==> src/rtl/mux_sched_pkg.sv <==
// rtl/mux_sched_pkg.sv - shared constants and round-robin helper for the lane scheduler
package mux_sched_pkg;

  localparam int NUM_LANES = 4;
  localparam int WORD_W    = 9;
  localparam int VALID_BIT = 8;
  localparam int LANE_W    = 2;

  localparam logic [WORD_W-1:0] IDLE_WORD = 9'h000;

  // NUM_LANES == 2**LANE_W, so the natural wrap of the add is the modulo.
  function automatic logic [LANE_W-1:0] next_lane(input logic [LANE_W-1:0] lane);
    return lane + LANE_W'(1);
  endfunction

endpackage

==> src/rtl/lane_fifo.sv <==
// rtl/lane_fifo.sv - per-lane word FIFO with registered occupancy count
module lane_fifo #(
  parameter  int DEPTH  = 4,
  parameter  int WORD_W = 9,
  localparam int PTR_W  = $clog2(DEPTH),
  localparam int CNT_W  = $clog2(DEPTH + 1)
) (
  input  logic              clk,
  input  logic              reset,
  input  logic              push,
  input  logic              pop,
  input  logic [WORD_W-1:0] wdata,
  output logic [WORD_W-1:0] head,
  output logic [CNT_W-1:0]  count,
  output logic              full,
  output logic              empty
);

  logic [WORD_W-1:0] mem [DEPTH];
  logic [PTR_W-1:0]  wr_ptr;
  logic [PTR_W-1:0]  rd_ptr;
  logic              do_push;
  logic              do_pop;

  assign full    = (count == CNT_W'(DEPTH));
  assign empty   = (count == '0);
  assign do_push = push && !full;
  assign do_pop  = pop && !empty;
  assign head    = mem[rd_ptr];

  always_ff @(posedge clk) begin
    if (reset) begin
      wr_ptr <= '0;
      rd_ptr <= '0;
      count  <= '0;
    end else begin
      if (do_push) wr_ptr <= wr_ptr + PTR_W'(1);
      if (do_pop)  rd_ptr <= rd_ptr + PTR_W'(1);
      if (do_push && !do_pop)      count <= count + CNT_W'(1);
      else if (do_pop && !do_push) count <= count - CNT_W'(1);
    end
  end

  // Storage is not reset; pointers alone define what is valid.
  always_ff @(posedge clk) begin
    if (do_push) mem[wr_ptr] <= wdata;
  end

endmodule

==> src/rtl/mux_lane_scheduler.sv <==
// rtl/mux_lane_scheduler.sv - round-robin / strict-priority merge of four lanes onto one registered word
module mux_lane_scheduler
  import mux_sched_pkg::*;
#(
  parameter  int DEPTH        = 4,
  parameter  int PRIO_MODE_EN = 1,
  localparam int CNT_W        = $clog2(DEPTH + 1)
) (
  input  logic                       clk4f,
  input  logic                       reset,
  input  logic [WORD_W-1:0]          data0,
  input  logic [WORD_W-1:0]          data1,
  input  logic [WORD_W-1:0]          data2,
  input  logic [WORD_W-1:0]          data3,
  output logic [NUM_LANES-1:0]       in_ready,
  input  logic                       out_pause,
  input  logic                       prio_mode,
  output logic [WORD_W-1:0]          data_out,
  output logic [LANE_W-1:0]          out_lane,
  output logic [NUM_LANES*CNT_W-1:0] occupancy
);

  logic [WORD_W-1:0]    din  [NUM_LANES];
  logic [WORD_W-1:0]    head [NUM_LANES];
  logic [CNT_W-1:0]     cnt  [NUM_LANES];
  logic [NUM_LANES-1:0] full;
  logic [NUM_LANES-1:0] empty;
  logic [NUM_LANES-1:0] pop;
  logic [LANE_W-1:0]    last_grant;
  logic [LANE_W-1:0]    grant_lane;
  logic [LANE_W-1:0]    cand;
  logic                 grant_valid;
  logic [WORD_W-1:0]    head_sel;

  assign din[0] = data0;
  assign din[1] = data1;
  assign din[2] = data2;
  assign din[3] = data3;

  for (genvar i = 0; i < NUM_LANES; i++) begin : g_lane
    assign in_ready[i] = !full[i];
    assign pop[i]      = !out_pause && grant_valid && (grant_lane == LANE_W'(i));
    assign occupancy[i*CNT_W +: CNT_W] = cnt[i];

    lane_fifo #(
      .DEPTH  (DEPTH),
      .WORD_W (WORD_W)
    ) u_fifo (
      .clk   (clk4f),
      .reset (reset),
      .push  (din[i][VALID_BIT]),
      .pop   (pop[i]),
      .wdata (din[i]),
      .head  (head[i]),
      .count (cnt[i]),
      .full  (full[i]),
      .empty (empty[i])
    );
  end

  // Priority scans downward so the lowest non-empty index is the last one written.
  always_comb begin
    grant_valid = 1'b0;
    grant_lane  = last_grant;
    cand        = last_grant;
    if (prio_mode && (PRIO_MODE_EN != 0)) begin
      for (int i = NUM_LANES - 1; i >= 0; i--) begin
        if (!empty[i]) begin
          grant_valid = 1'b1;
          grant_lane  = LANE_W'(i);
        end
      end
    end else begin
      for (int k = 0; k < NUM_LANES; k++) begin
        cand = next_lane(cand);
        if (!grant_valid && !empty[cand]) begin
          grant_valid = 1'b1;
          grant_lane  = cand;
        end
      end
    end
  end

  assign head_sel = head[grant_lane];

  always_ff @(posedge clk4f) begin
    if (reset) begin
      data_out   <= IDLE_WORD;
      out_lane   <= '0;
      last_grant <= LANE_W'(NUM_LANES - 1);
    end else if (!out_pause) begin
      if (grant_valid) begin
        data_out   <= head_sel | (WORD_W'(1) << VALID_BIT);
        out_lane   <= grant_lane;
        last_grant <= grant_lane;
      end else begin
        data_out <= IDLE_WORD;
      end
    end
  end

endmodule

==> config.mk <==
export PLATFORM = sky130hd
export DESIGN_NAME = mux_lane_scheduler
export DESIGN_NICKNAME = d
export VERILOG_FILES = /design/src/rtl/mux_sched_pkg.sv /design/src/rtl/lane_fifo.sv /design/src/rtl/mux_lane_scheduler.sv
export SDC_FILE = /design/constraint.sdc
export NUM_CORES = 1
export LEC_CHECK = 0
export ABC_AREA = 1
export CAP_MARGIN = 5
export CORE_MARGIN = 2
export CORE_UTILIZATION = 40
export CTS_BUF_LIST = sky130_fd_sc_hd__clkbuf_16
export CTS_CLUSTER_DIAMETER = 50
export CTS_CLUSTER_SIZE = 25
export DETAILED_ROUTE_END_ITERATION = 7
export SETUP_SLACK_MARGIN = 0.3
export SYNTH_ARGS = -nofsm -noshare
export SYNTH_HDL_FRONTEND = slang
export SYNTH_HIERARCHICAL = 1
export SYNTH_SLANG_ARGS = --single-unit
==> constraint.sdc <==
create_clock -name clk4f -period 8.25 [get_ports clk4f]
set_clock_uncertainty 0.2 [all_clocks]
set_input_delay 1.65 -clock clk4f [delete_from_list [all_inputs] [get_ports clk4f]]
set_output_delay 1.65 -clock clk4f [all_outputs]
set_load 0.005 [all_outputs]
======== Word-level counts from Yosys, hierarchy flattened ========
Memories as Yosys holds them, arrays and structs flattened. A register that Yosys moved wholly into a read port is not among the register bits.
Index checks and enable logic that the tools add are counted.
operators by class
  $lt $le $gt $ge ......................... 5
  bitwise logic cells ..................... 2
  eq/ne operators ......................... 7
  mux-type cells .......................... 57
  reduce and logical (&&, ||, !) cells .... 57
  add/subtract/negate cells ............... 20
operators by type and width
  operator                                                               count
  2-bit two-way mux                                                      17
  2-bit by 1-bit adder with 2-bit output (second input constant)         12
  1-bit logical AND                                                      24
  1-bit two-way mux                                                      24
  3-bit two-way mux                                                      8
  1-bit zero test                                                        23
  9-bit binary-select mux with 2-bit select                              1
  8-bit two-way mux                                                      2
  3-bit by 1-bit adder with 3-bit output (second input constant)         4
  3-bit == test (second input constant)                                  4
  3-bit zero test                                                        4
  2-bit by 3-bit < comparator with 1-bit output (second input constant)  4
  3-bit by 1-bit subtractor with 3-bit output (second input constant)    4
  9-bit two-way mux                                                      1
  1-bit binary-select mux with 2-bit select                              4
  2-bit nonzero test                                                     4
  2-bit == test (second input constant)                                  2
  3-bit >= comparator (second input constant)                            1
  2-bit inverter with 3-bit output                                       1
  2-bit by 1-bit == test with 1-bit output (second input constant)       1
  2-bit zero test                                                        1
  2-bit AND reduction                                                    1
  1-bit inverter                                                         1
storage, ports and cells
  memories kept ........................... 4
  bits in writable memories ............... 144
  bits of input ports ..................... 40
  bits in registers ....................... 41
  logic and storage cells ................. 167
  output and inout bits ................... 27
memory list
  name                  depth  bits a word  read ports  clocked after Yosys merged registers in  wr ports  RTL line         RTL
  g_lane[0].u_fifo.mem  4      9            1           1                                        1         lane_fifo.sv:19  logic [WORD_W-1:0] mem [DEPTH];
  g_lane[1].u_fifo.mem  4      9            1           1                                        1         lane_fifo.sv:19
  g_lane[2].u_fifo.mem  4      9            1           1                                        1         lane_fifo.sv:19
  g_lane[3].u_fifo.mem  4      9            1           1                                        1         lane_fifo.sv:19

======== Logic depth before layout (Yosys ltp) ========
  depth in word-level cells ............... 23
  mapped depth ............................ 28
  depth with buffers taken out ............ 27

======== By module ========
Netlist, hierarchy kept.
by module, submodules not included
  module              cells each  area an instance (um^2)  times used  seq. area each (um^2)
  lane_fifo           156         1940.6                   4           1261.2
  mux_lane_scheduler  208         1300.0                   1           260.2

======== Worst setup path after synthesis ========
No wires, ideal clock.
  kind .................................... in2reg
  start point ............................. input port prio_mode
  end point ............................... register g_lane[3].u_fifo.count[1]
  stages .................................. 14
  data required time ...................... 7930 ps
  data arrival time ....................... 3492 ps
  buffers on the path ..................... 1
  setup slack ............................. 4438 ps
  setup time .............................. 120 ps
  cell sequence ........................... inv_1 o211ai_1 nand2_1 nand2_1 inv_1 buf_4 nand2_1 nor2_1 nand2_1 ha_1 inv_1 fa_1 o21ai_0 a21oi_1
on the way
  longest elaborated chain between the ends .. 7
  elaborated cells between the ends (all ways) .. 11
  those cells by class .................... eq/ne: 1; mux: 3; reduce/logical: 7
RTL lines
  item                                                     RTL line                  RTL
  start, declared                                          mux_lane_scheduler.sv:17  input logic prio_mode,
  2-bit two-way mux or 1-bit two-way mux (tied branches)   mux_lane_scheduler.sv:66  if (prio_mode && (PRIO_MODE_EN != 0)) begin
  2-bit == test or 1-bit logical AND (tied branches)       mux_lane_scheduler.sv:42  assign pop[i] = !out_pause && grant_valid && (grant_lane == LANE_W'(i));
  1-bit logical AND (*)                                    mux_lane_scheduler.sv:42
  net pop[3]                                               mux_lane_scheduler.sv:28  logic [NUM_LANES-1:0] pop;
  1-bit logical AND (*)                                    lane_fifo.sv:28           assign do_pop = pop && !empty;
  1-bit zero test                                          lane_fifo.sv:39           if (do_push && !do_pop) count <= count + CNT_W'(1);
  1-bit logical AND                                        lane_fifo.sv:39
  3-bit two-way mux or 2-bit nonzero test (tied branches)  --
  end signal, assigned                                     lane_fifo.sv:39
  end signal, assigned                                     lane_fifo.sv:40           else if (do_pop && !do_push) count <= count - CNT_W'(1);
  end, declared                                            lane_fifo.sv:14           output logic [CNT_W-1:0] count,
Mark *: on every way through the listed nets, which the timed path passes. The rest lies on a longest branch.
A chain may end at the register's enable or synchronous reset.

======== Worst setup path in the final report ========
  start point ............................. input port out_pause
  end point ............................... register g_lane[2].u_fifo.count[1]
on the way
  longest elaborated chain between the ends .. 7
  elaborated cells between the ends (all ways) .. 9
  those cells by class .................... mux: 1; reduce/logical: 8
RTL lines
  item                                                     RTL line                  RTL
  start, declared                                          mux_lane_scheduler.sv:16  input logic out_pause,
  1-bit zero test (*)                                      --
  1-bit logical AND (*) (2 in series)                      mux_lane_scheduler.sv:42
  net pop[2]                                               mux_lane_scheduler.sv:28
  1-bit logical AND (*)                                    lane_fifo.sv:28
  1-bit zero test                                          lane_fifo.sv:39
  1-bit logical AND                                        lane_fifo.sv:39
  3-bit two-way mux or 2-bit nonzero test (tied branches)  --
  end signal, assigned                                     lane_fifo.sv:39
  end signal, assigned                                     lane_fifo.sv:40
  end, declared                                            lane_fifo.sv:14
Marked as above.

==> impl_metrics.csv <==
group,metric,value,unit
timing,finalMaxSlewViolations,0,
pwr,max-vdd-ir-drop,0.000138,V
final_layout,num_antenna_cells,0,
global_routing,grt_overflow,0,
timing,hold_violations,0,
placed_design,dp_hpwl,11500,µm
timing,max-slew-margin-rel,36.5,%
cts,cts_tree,"done",
cts,cts_setup_buffers,0,
setup_path,required,8.36,ns
detailed_routing,dr.pass1.iters,5,
floorplan,die_h,149,µm
job,max_cap_viol_count,0,
placed_design,gp_congestion,0.812,
setup_path,crit_fanout,14,
detailed_routing,drc,0,
setup_path,arrival,4.62,ns
pwr,p_total,3.10,mW
global_routing,grt_pass1_vias,5249,
yosys,netlist_area,8450,µm²
timing,setup_viol,0,
floorplan,num_rows,53,
timing,fmax,222,MHz
cts,clk_latency,0.42,ns
yosys,synthCells,796,
yosys,ys_warn_count,6,
worst_hold_path,hp-class,"reg -> reg",
global_routing,grt_pass1_wl,26300,µm
status,status,"complete, no violations",
floorplan,core_area,20900,µm²
global_routing,grt_max_degree,19,
cts,cts_buffers,17,
final_layout,layout-drive-gt1-share,18.0,%
floorplan,initial_utilization,40.5,%
pwr,leakage,3.87,nW
detailed_routing,routed_wl,16300,µm
cts,cts.sinks,177,
final_layout,nets,925,
final_layout,synthToLayoutAreaGrowth,16.1,%
setup_path,startpoint_type,"input pin",
floorplan,dieWidth,149,µm
setup_path,cp-end-kind,"flop",
cts,cts-hold-fix-buffers,0,
cts,cts.clk_slew.worst_paths,0.06,ns
detailed_routing,ant_nets,0,
detailed_routing,wl_per_cell,14.2,µm
cts,root_buffer,"clkbuf_16",
timing,rsz0062_at_grt,"no",
detailed_routing,drt-initial-drc-count,260,
cts,cts_htree_levels,4,
yosys,synth_area_per_cell,10.6,µm²
global_routing,antenna_found_initial,0,
detailed_routing,vias_per_cell,4.68,
final_layout,num-fill-cells,1928,
timing,tightest_slew,0.949,ns
timing,fin_tns_setup,0,ns
timing,finalCritPeriodShare,54.7,%
floorplan,io_pins,67,
setup_path,crit_type,"in -> reg",
global_routing,grtUsageTotal,15.3,%
detailed_routing,vias,5380,
cts,cts_resized,0,
floorplan,die_area,22300,µm²
placed_design,io_buffers,66,
timing,fin_crit,4.51,ns
cts,clockBufferDepth,2,
yosys,synth_nets,860,
pwr,p_per_area,316,nW/µm²
cell type report:
cell class	instances	area (µm²)	share of cell area, %
clock buffers	17	425	4.33
inverters	130	523	5.33
well taps	275	344	3.51
multi-input cells	469	2870	29.2
clock inverters	15	170	1.73
flip-flops and latches	177	4820	49.2
repair buffers	66	661	6.73
power by group:
part	switching (mW)	internal [mW]	leakage [nW]
clock	0.331	0.474	0.292
sequential	0.113	1.10	1.58
combinational	0.670	0.417	2.00
stage by stage:
| stage | instances | util [%] | area, µm² | worst slack, ns | hold WS (ns) |
|---|---|---|---|---|---|
| after global routing | 1149 | 47.0 | 9810 | 3.54 | 0.280 |
| after CTS | 1149 | 47.0 | 9810 | 3.77 | 0.265 |
| after global placement | 1117 | 44.1 | 9220 | 3.47 | 0.265 |
| after detailed placement | 1117 | 44.1 | 9220 | 3.34 | 0.253 |
| final | 1149 | 47.0 | 9810 | 3.74 | 0.263 |
| after floorplan | 796 | - | 8450 | 4.44 | 0.248 |
routing by layer:
metal | vias up | routed length [µm] | GRT usage, %
li1 | 2790 | - | -
met1 | 2484 | 7920 | 20.7
met2 | 94 | 7540 | 24.4
met3 | 12 | 709 | 3.58
met4 | 0 | 163 | 4.86
met5 | - | 0 | 0
state kept, by name, summed over array words and instances (netlist names), named ones only:
register	flops
g_lane.u_fifo/wr_ptr	8
g_lane.u_fifo/rd_ptr	8
data_out	9
g_lane.u_fifo/mem	128
last_grant	2
g_lane.u_fifo/count	12
out_lane	2
cell usage in the layout (no fill, tap or decap), drive strengths merged:
cell type / n
o21ai: 75
o211ai: 3
clkinv: 6
clkdlybuf4s50: 66
nand4: 4
nor2: 114
ha: 20
nand2: 121
nand3b: 4
edfxtp: 128
nand3: 57
fa: 4
clkbuf: 17
clkinvlp: 3
bufinv: 3
dfxtp: 49
o22ai: 32
a21oi: 35
inv: 133
worst max-delay path, cell delays in order:
cell	delay, ns
clkdlybuf4s50_1	0.61
nor2_1	0.70
inv_1	0.23
nor2_4	0.17
inv_2	0.04
nor2_1	0.21
nand2_1	0.10
ha_1	0.20
inv_1	0.09
fa_1	0.41
o21ai_0	0.15
a21oi_1	0.05
path summary, 6_finish.rpt:
check                            start                        end  slack [ns]  cells past startpoint
min                        data_out[8]                data_out[8]        0.26                      2
max reg2reg  g_lane[3].u_fifo/count[0]  g_lane[2].u_fifo/count[1]        4.67                     23
max                          out_pause  g_lane[2].u_fifo/count[1]        3.74                     12
min reg2reg                data_out[8]                data_out[8]        0.26                      2
Note: power is estimated with default switching activity, not from simulation.
